**config.mk**
```make
export PLATFORM = sky130hd
export DESIGN_NAME = seg_scan_mux
export DESIGN_NICKNAME = d
export VERILOG_FILES = /design/src/rtl/seg_pkg.sv /design/src/rtl/seg_slot_timer.sv /design/src/rtl/seg_scan_mux.sv
export SDC_FILE = /design/constraint.sdc
export NUM_CORES = 1
export LEC_CHECK = 0
export ABC_AREA = 1
export CELL_PAD_IN_SITES_DETAIL_PLACEMENT = 0
export CELL_PAD_IN_SITES_GLOBAL_PLACEMENT = 1
export CORE_ASPECT_RATIO = 1.2
export CORE_MARGIN = 4
export CORE_UTILIZATION = 41
export DETAILED_ROUTE_END_ITERATION = 12
export PLACE_DENSITY = 0.85
export SLEW_MARGIN = 15
export SYNTH_ARGS = -nofsm -noshare
export SYNTH_HDL_FRONTEND = slang
export SYNTH_SLANG_ARGS = --single-unit
```
**constraint.sdc**
```tcl
create_clock -name clk -period 1.94 [get_ports clk]
set_input_delay 0.485 -clock clk [delete_from_list [all_inputs] [get_ports clk]]
set_output_delay 0.485 -clock clk [all_outputs]
set_load 0.005 [all_outputs]
```
**src/rtl/seg_pkg.sv**
```systemverilog
`default_nettype none
// ============================================================================
// Module      : seg_pkg
// Description : Shared constants and leading-zero mask helper for the
//               seven-segment scan multiplexer.
// Revision    : 1.0 - initial release
// ============================================================================
package seg_pkg;

    localparam int              DIGITS           = 4;
    localparam int              NIB_W            = 4;
    localparam int              IDX_W            = 2;
    localparam logic [3:0]      ANODE_OFF        = 4'b1111;
    localparam int              TICK_DIV_DEF     = 100000;
    localparam int              BLANK_CYCLES_DEF = 1000;

    // Bit k set means digit k is a leading zero; digit 0 always shows.
    function automatic logic [DIGITS-1:0] lz_mask(input logic [DIGITS*NIB_W-1:0] active);
        logic [DIGITS-1:0] m;
        m    = '0;
        m[3] = (active[15:12] == 4'h0);
        m[2] = m[3] && (active[11:8] == 4'h0);
        m[1] = m[2] && (active[7:4]  == 4'h0);
        return m;
    endfunction

endpackage
`default_nettype wire

```
**src/rtl/seg_slot_timer.sv**
```systemverilog
`default_nettype none
// ============================================================================
// Module      : seg_slot_timer
// Description : Digit-slot counter, digit index and frame boundary strobe.
// Revision    : 1.0 - initial release
// ============================================================================
module seg_slot_timer
    import seg_pkg::*;
#(
    parameter int TICK_DIV     = TICK_DIV_DEF,
    parameter int BLANK_CYCLES = BLANK_CYCLES_DEF,
    parameter int CNT_W        = $clog2(TICK_DIV)
) (
    input  logic             clk,
    input  logic             rst_n,
    output logic [CNT_W-1:0] o_cnt,
    output logic [IDX_W-1:0] o_idx,
    output logic             o_slot_on,
    output logic             o_boundary
);

    localparam logic [CNT_W-1:0] c_last    = CNT_W'(TICK_DIV - 1);
    localparam logic [CNT_W-1:0] c_blank   = CNT_W'(BLANK_CYCLES);
    localparam logic [IDX_W-1:0] c_idx_top = IDX_W'(DIGITS - 1);

    logic [CNT_W-1:0] r_cnt;
    logic [IDX_W-1:0] r_idx;
    logic             w_wrap;

    assign w_wrap = (r_cnt == c_last);

    always_ff @(posedge clk or negedge rst_n) begin
        if (!rst_n) begin
            r_cnt <= '0;
            r_idx <= '0;
        end else if (w_wrap) begin
            r_cnt <= '0;
            r_idx <= r_idx + IDX_W'(1);
        end else begin
            r_cnt <= r_cnt + CNT_W'(1);
        end
    end

    // Anodes stay off for the first BLANK_CYCLES of every slot.
    assign o_slot_on  = (r_cnt >= c_blank);
    assign o_boundary = w_wrap && (r_idx == c_idx_top);
    assign o_cnt      = r_cnt;
    assign o_idx      = r_idx;

endmodule
`default_nettype wire

```
**src/rtl/seg_scan_mux.sv**
```systemverilog
`default_nettype none
// ============================================================================
// Module      : seg_scan_mux
// Description : Four-digit time-multiplexed nibble/anode/dp driver with
//               leading-zero blanking and frame-aligned value updates.
// Revision    : 1.0 - initial release
// ============================================================================
module seg_scan_mux
    import seg_pkg::*;
#(
    parameter int TICK_DIV     = TICK_DIV_DEF,
    parameter int BLANK_CYCLES = BLANK_CYCLES_DEF
) (
    input  logic        clk,
    input  logic        rst_n,
    input  logic [15:0] value,
    input  logic        value_vld,
    input  logic [3:0]  dig_en,
    input  logic        lz_blank,
    input  logic [3:0]  dp_in,
    output logic [3:0]  nib,
    output logic [3:0]  an,
    output logic        dp,
    output logic        frame_done
);

    localparam int c_cnt_w = (TICK_DIV > 1) ? $clog2(TICK_DIV) : 1;

    generate
        if (TICK_DIV < 2 || BLANK_CYCLES >= TICK_DIV) begin : g_param_check
            $error("seg_scan_mux: need TICK_DIV >= 2 and BLANK_CYCLES < TICK_DIV");
        end
    endgenerate

    logic [c_cnt_w-1:0] w_cnt;
    logic [IDX_W-1:0]   w_idx;
    logic               w_slot_on;
    logic               w_boundary;

    seg_slot_timer #(
        .TICK_DIV     (TICK_DIV),
        .BLANK_CYCLES (BLANK_CYCLES),
        .CNT_W        (c_cnt_w)
    ) u_timer (
        .clk        (clk),
        .rst_n      (rst_n),
        .o_cnt      (w_cnt),
        .o_idx      (w_idx),
        .o_slot_on  (w_slot_on),
        .o_boundary (w_boundary)
    );

    logic [15:0] r_active;
    logic [15:0] r_pending;
    logic        r_pend_flag;

    // active only ever moves on the frame boundary edge, so a frame never tears.
    always_ff @(posedge clk or negedge rst_n) begin
        if (!rst_n) begin
            r_active    <= '0;
            r_pending   <= '0;
            r_pend_flag <= 1'b0;
        end else begin
            if (value_vld) begin
                r_pending <= value;
            end
            if (w_boundary) begin
                if (value_vld) begin
                    r_active <= value;
                end else if (r_pend_flag) begin
                    r_active <= r_pending;
                end
                r_pend_flag <= 1'b0;
            end else if (value_vld) begin
                r_pend_flag <= 1'b1;
            end
        end
    end

    logic [DIGITS-1:0] w_blank_mask;
    logic [DIGITS-1:0] w_dig_lit;
    logic [NIB_W-1:0]  w_dig_nib [DIGITS];
    logic              w_lit;
    logic [NIB_W-1:0]  w_nib;
    logic [3:0]        w_an_on;

    assign w_blank_mask = lz_blank ? lz_mask(r_active) : '0;

    generate
        for (genvar k = 0; k < DIGITS; k++) begin : g_digit
            assign w_dig_nib[k] = r_active[k*NIB_W +: NIB_W];
            assign w_dig_lit[k] = dig_en[k] && !w_blank_mask[k];
        end
    endgenerate

    assign w_lit   = w_dig_lit[w_idx] && w_slot_on;
    assign w_nib   = w_dig_nib[w_idx];
    assign w_an_on = ANODE_OFF & ~(4'b0001 << w_idx);

    logic [3:0] r_nib;
    logic [3:0] r_an;
    logic       r_dp;
    logic       r_frame_done;

    always_ff @(posedge clk or negedge rst_n) begin
        if (!rst_n) begin
            r_nib        <= 4'h0;
            r_an         <= ANODE_OFF;
            r_dp         <= 1'b1;
            r_frame_done <= 1'b0;
        end else begin
            r_nib        <= w_nib;
            r_an         <= w_lit ? w_an_on : ANODE_OFF;
            r_dp         <= w_lit ? ~dp_in[w_idx] : 1'b1;
            r_frame_done <= w_boundary;
        end
    end

    assign nib        = r_nib;
    assign an         = r_an;
    assign dp         = r_dp;
    assign frame_done = r_frame_done;

endmodule
`default_nettype wire

```
### After elaboration in Yosys (flattened, before gate mapping)

Cells that the tools add are included.

* input bits: 28
* register bits: 62
* output and inout bits: 10
* logic and storage cells: 53

* bitwise gates (word level): 3
* add/subtract/negate cells: 2
* $lt $le $gt $ge: 3
* shift operators: 1
* reduce and logical (&&, ||, !) cells: 18
* multiplexer cells: 15
* equality and inequality tests: 2

Operators by type and width (count)
* 2-to-1 mux 16 bit: 2
* adder 17 x 1 -> 17 bit (second input constant): 1
* equality test 17 bit (second input constant): 1
* >= comparator 17 x 10 -> 1 bit (second input constant): 1
* 2-to-1 mux 17 bit: 1
* 2-to-1 mux 4 bit: 4
* logical NOT 4 bit: 3
* binary-select mux 4 bit (select 2 bit): 1
* logical AND 1 bit: 8
* 2-to-1 mux 1 bit: 5
* binary-select mux 1 bit (select 2 bit): 2
* logical NOT 1 bit: 4
* inverter 4 bit: 1
* nonzero test 2 bit: 2
* left shift 1 x 2 -> 4 bit (first input constant): 1
* >= comparator 3 bit (second input constant): 1
* less-than comparator 2 x 3 -> 1 bit (second input constant): 1
* inverter 2 -> 3 bit: 1
* adder 2 x 1 -> 2 bit (second input constant): 1
* equality test 2 bit (second input constant): 1
* AND reduction 2 bit: 1
* inverter 1 bit: 1

### Logic depth before layout (Yosys ltp)

* depth after elaboration: 10
* gate-level depth with buffers: 9
* depth with buffers taken out: 9

### Cells and area by module

From an unflattened synthesis, not the netlist that was laid out.

* cell total of the unflattened synthesis: 362
* area, all modules: 2942.8 um^2

By module, submodules not included
* seg_scan_mux: cells each 191, instances 1, area each 1760.4 um^2, seq. area each 1082.3 um^2
* seg_slot_timer: cells each 171, instances 1, area each 1182.4 um^2, seq. area each 475.5 um^2

### Least setup slack after synthesis

No wires, ideal clock.

* path kind: reg2reg
* start point: register u_timer.r_cnt[0] (netlist: u_timer.o_cnt[0])
* end point: register r_active[12]
* period minus slack after synthesis: 1.399 ns
* path slack: 0.541 ns
* arrival: 1.283 ns
* data required time: 1.823 ns
* stages on the path, launching flop included: 10
* buffers on the path: 1
* cells stage by stage: dfrtp_1 ha_1 nand2_1 inv_2 nand2_2 nor2_4 nand4_4 buf_6 nand2_1 nand2_1

* word-level cells in the longest chain between the ends: 3

RTL lines
* start, declared: RTL line seg_slot_timer.sv:26 `logic [CNT_W-1:0] r_cnt;`
* start signal, assigned: RTL line seg_slot_timer.sv:40 `r_cnt <= r_cnt + CNT_W'(1);`
* equality test 17 bit: RTL line seg_slot_timer.sv:30 `assign w_wrap = (r_cnt == c_last);`
* logical AND 1 bit: RTL line seg_slot_timer.sv:46 `assign o_boundary = w_wrap && (r_idx == c_idx_top);`
* AND reduction 2 bit (no line)
* end signal, assigned: RTL line seg_scan_mux.sv:69 `r_active <= value;`
* end signal, assigned: RTL line seg_scan_mux.sv:71 `r_active <= r_pending;`
* end, declared: RTL line seg_scan_mux.sv:53 `logic [15:0] r_active;`

Every way passes these cells.
A chain may end at the register's enable or synchronous reset.

### Final worst setup path

* start point: register r_an[2] (netlist: an[2])
* end point: output an[2]

RTL lines
* start, declared: RTL line seg_scan_mux.sv:101 `logic [3:0] r_an;`
* start signal, assigned: RTL line seg_scan_mux.sv:113 `r_an <= w_lit ? w_an_on : ANODE_OFF;`
* end, declared: RTL line seg_scan_mux.sv:22 `output logic [3:0] an,`

No word-level cell between the ends.

==> metrics.txt <==
Worst IR Drop VDD=433 µV; clock tree from TritonCTS=built; cell count after synthesis=approximately 390; maximum achievable frequency=0.550 GHz; routed wire length=6.73 mm; layout overhead on the synthesized area=20.1%; final critical-path setup slack=about 120 ps; number of nets in the synthesized netlist=between 400 and 500; first-pass GRT wire length=11.8 mm; effective utilization at floorplan=between 40% and 50%; DIE AREA=9040 µm²; y dimension of the die=103 µm; placeable core area=7320 µm²; number of vias per cell=4.81; setup violators final=0; required time of the critical path=around 1500 ps; most common cell after layout, fill and taps aside=sky130_fd_sc_hd__nand2_1; result of the run=complete, no violations; Total Neg Setup Slack=0 ps; Arr. time, crit path=~1300 ps; clk_lat worst skew=between 300 and 400 ps; number of placement rows=34; maximum buffer depth of the clock tree=2; Hold Vio Cnt, Final=0; Leak Pwr=between 1.5 and 2 nW; number of hold buffers added after CTS=0; filler cell count in the final layout=around 740; total placed instance area=roughly 3600 µm²; violation count after the first detailed-route iteration=83; Final Max Slew Viols=0; share of total power in sequential cells=between 50 and 60%; max capacitance violation total=0; iteration count of the initial detailed-routing pass=4; total congestion overflow after global routing=0; clock skew after layout=between 7 and 8 ps; count of buffer and inverter cells on the critical path=1; pin count of the biggest net entering global routing=27; power density normalized to cell area=656 nW/µm²; Post-Layout Inst Area=3730 µm²; peak per-stage delay on the critical path=510 ps; Post-route DRC=0; startpoint kind of the worst setup timing path=flip-flop; total global routing track utilization=16.6%; synthesized flop and latch total=62; Clock Power Share=39.9%; Reg area=1560 µm²; register clock-pin slew on the reported worst setup and hold paths=70 ps; width of the die=between 80 and 90 µm; Switching Share=between 20% and 30%; vias after detailed routing=2,523; H-tree level count=3; chain of cells forming the critical path=clkdlybuf4s50_1; power after layout=2.45 mW; # Post-CTS Setup Buffers=0; Hold Slack=109 ps; Netlist Area Pre-Place=3110 µm²; register area share after synthesis=50.2%; largest fanout of any net on the critical path=1; Tcrit/Tclk final=a little over nine tenths; Worst Max-Slew Pin Slew=492 ps; final standard cell count with taps included and fillers excluded=524; switching power summed over all nets=0.555 mW; number of warnings reported in the yosys synthesis log=0; number of CTS-inserted buffers=9; total number of clock tree sinks=62; remaining antenna violation count after routing=0; internal portion of total power=1.89 mW; utilization after layout=51.0%; per-instance average area after synthesis=8.02 µm²; sum of net half-perimeters after detailed placement=a little over 5 mm; Yosys cell types=27; unrepaired setup endpoints after global routing=no; area of the multi-input gates=1310 µm²; number of global-route vias before repair=2,527; instance count after placement with tap cells included=508; Worst path top cell family by delay=flip-flops; Period minus WS final=1820 ps; Post-Place Worst Slack=139 ps; PortBufs=37; final net count=463; Logic pwr share=about 5.7%; type of the tightest min-delay check=in -> async; type of the worst setup path=reg -> out; normalized max-slew margin=67.2%; initial antenna violation count=0; root buffer cell=sky130_fd_sc_hd__clkbuf_8; Post-CTS Resized=0; number of top-level design ports=38; RePlAce Congestion=0.881; cell with the biggest individual delay on the critical path=sky130_fd_sc_hd__dfstp_2; Ant. Diodes=0; routed length per placed instance=~13 µm; proportion of layout cells with a drive suffix above 1=9.22%; sort of element at the end of the critical path=output pin; most frequent cells in the layout=127 x sky130_fd_sc_hd__nand2_1, 57 x sky130_fd_sc_hd__nor2_1, 57 x sky130_fd_sc_hd__dfrtp_1, 36 x sky130_fd_sc_hd__clkdlybuf4s50_1, 31 x sky130_fd_sc_hd__inv_1
-- power by group through the flow --
| stage | Clock [mW] | Combinational (mW) | Sequential, mW |
|---|---|---|---|
| after global routing | 1.07 | 0.161 | 1.33 |
| after floorplan | 0 | 0.0463 | 1.35 |
| after detailed placement | 0 | 0.144 | 1.35 |
| after global placement | 0 | 0.142 | 1.35 |
| after CTS | 1.01 | 0.144 | 1.33 |
| final | 0.976 | 0.141 | 1.33 |
-- flip-flops by register name, summed over array words and instances, names as in the netlist --
register and count:
an 4, dp 1, frame_done 1, nib 4
r_active 16, r_pend_flag 1, r_pending 16, u_timer.o_cnt 17
u_timer.o_idx 2
-- cell type report --
cell class                 instances  area share (%)
clock inverter                     3           0.537
multi-input combinational        276            35.1
inverter                          35            3.52
tap                               90            3.02
timing repair buffer              45            12.1
clock buffer                      13            3.99
sequential                        62            41.8
-- logic make-up (layout without fill, tap and decap cells) --
logic type	Yosys count	in the layout	share of synthesized area, %
flip-flops	62	62	50.2
AO/OA/AOI/OAI	25	25	4.35
XOR/XNOR	7	7	1.97
adder cells (fa/ha/maj)	6	6	2.42
buffers and inverters	49	96	7.69
AND/OR/NAND/NOR	238	238	33.4
-- cells in the mapped netlist (all sizes together) --
cell type | n | share of area [%]
nor2 | 61 | 8.3
dfrtp | 57 | 46
xor2 | 7 | 2.0
o21ai | 12 | 1.9
o32ai | 1 | 0.28
a21oi | 8 | 1.3
nand3 | 19 | 3.1
clkbuf | 1 | 0.12
o22ai | 3 | 0.60
nand4 | 22 | 4.9
dfstp | 5 | 4.2
or2 | 1 | 0.20
ha | 6 | 2.4
buf | 13 | 3.3
and2 | 1 | 0.20
clkinv | 1 | 0.12
o21bai | 1 | 0.24
nor3 | 2 | 0.32
nand2 | 132 | 16
inv | 34 | 4.1
-- layer usage --
layer	vias to the layer above	wire length, µm	track usage (%)
met2	51	3410	27.4
li1	1311	-	-
met3	10	248	4.04
met4	0	119	6.38
met5	-	0	0
met1	1151	2960	21.1
-- path summary, 6_finish.rpt --
path	start	to	slack, ps	cells past startpoint
max	an[2]$_DFF_PN1_	an[2]	120	1
min reg2reg	r_pending[1]$_DFFE_PN0P_	r_pending[1]$_DFFE_PN0P_	470	2
max reg2reg	u_timer.o_cnt[0]$_DFF_PN0_	u_timer.o_cnt[16]$_DFF_PN0_	300	8
max in group asynchronous	rst_n	r_active[2]$_DFFE_PN0P_	1320	2
min	rst_n	u_timer.o_cnt[8]$_DFF_PN0_	110	1
min in group clk	r_pending[1]$_DFFE_PN0P_	r_pending[1]$_DFFE_PN0P_	470	2
No activity file was read; power rests on OpenSTA's default activity.
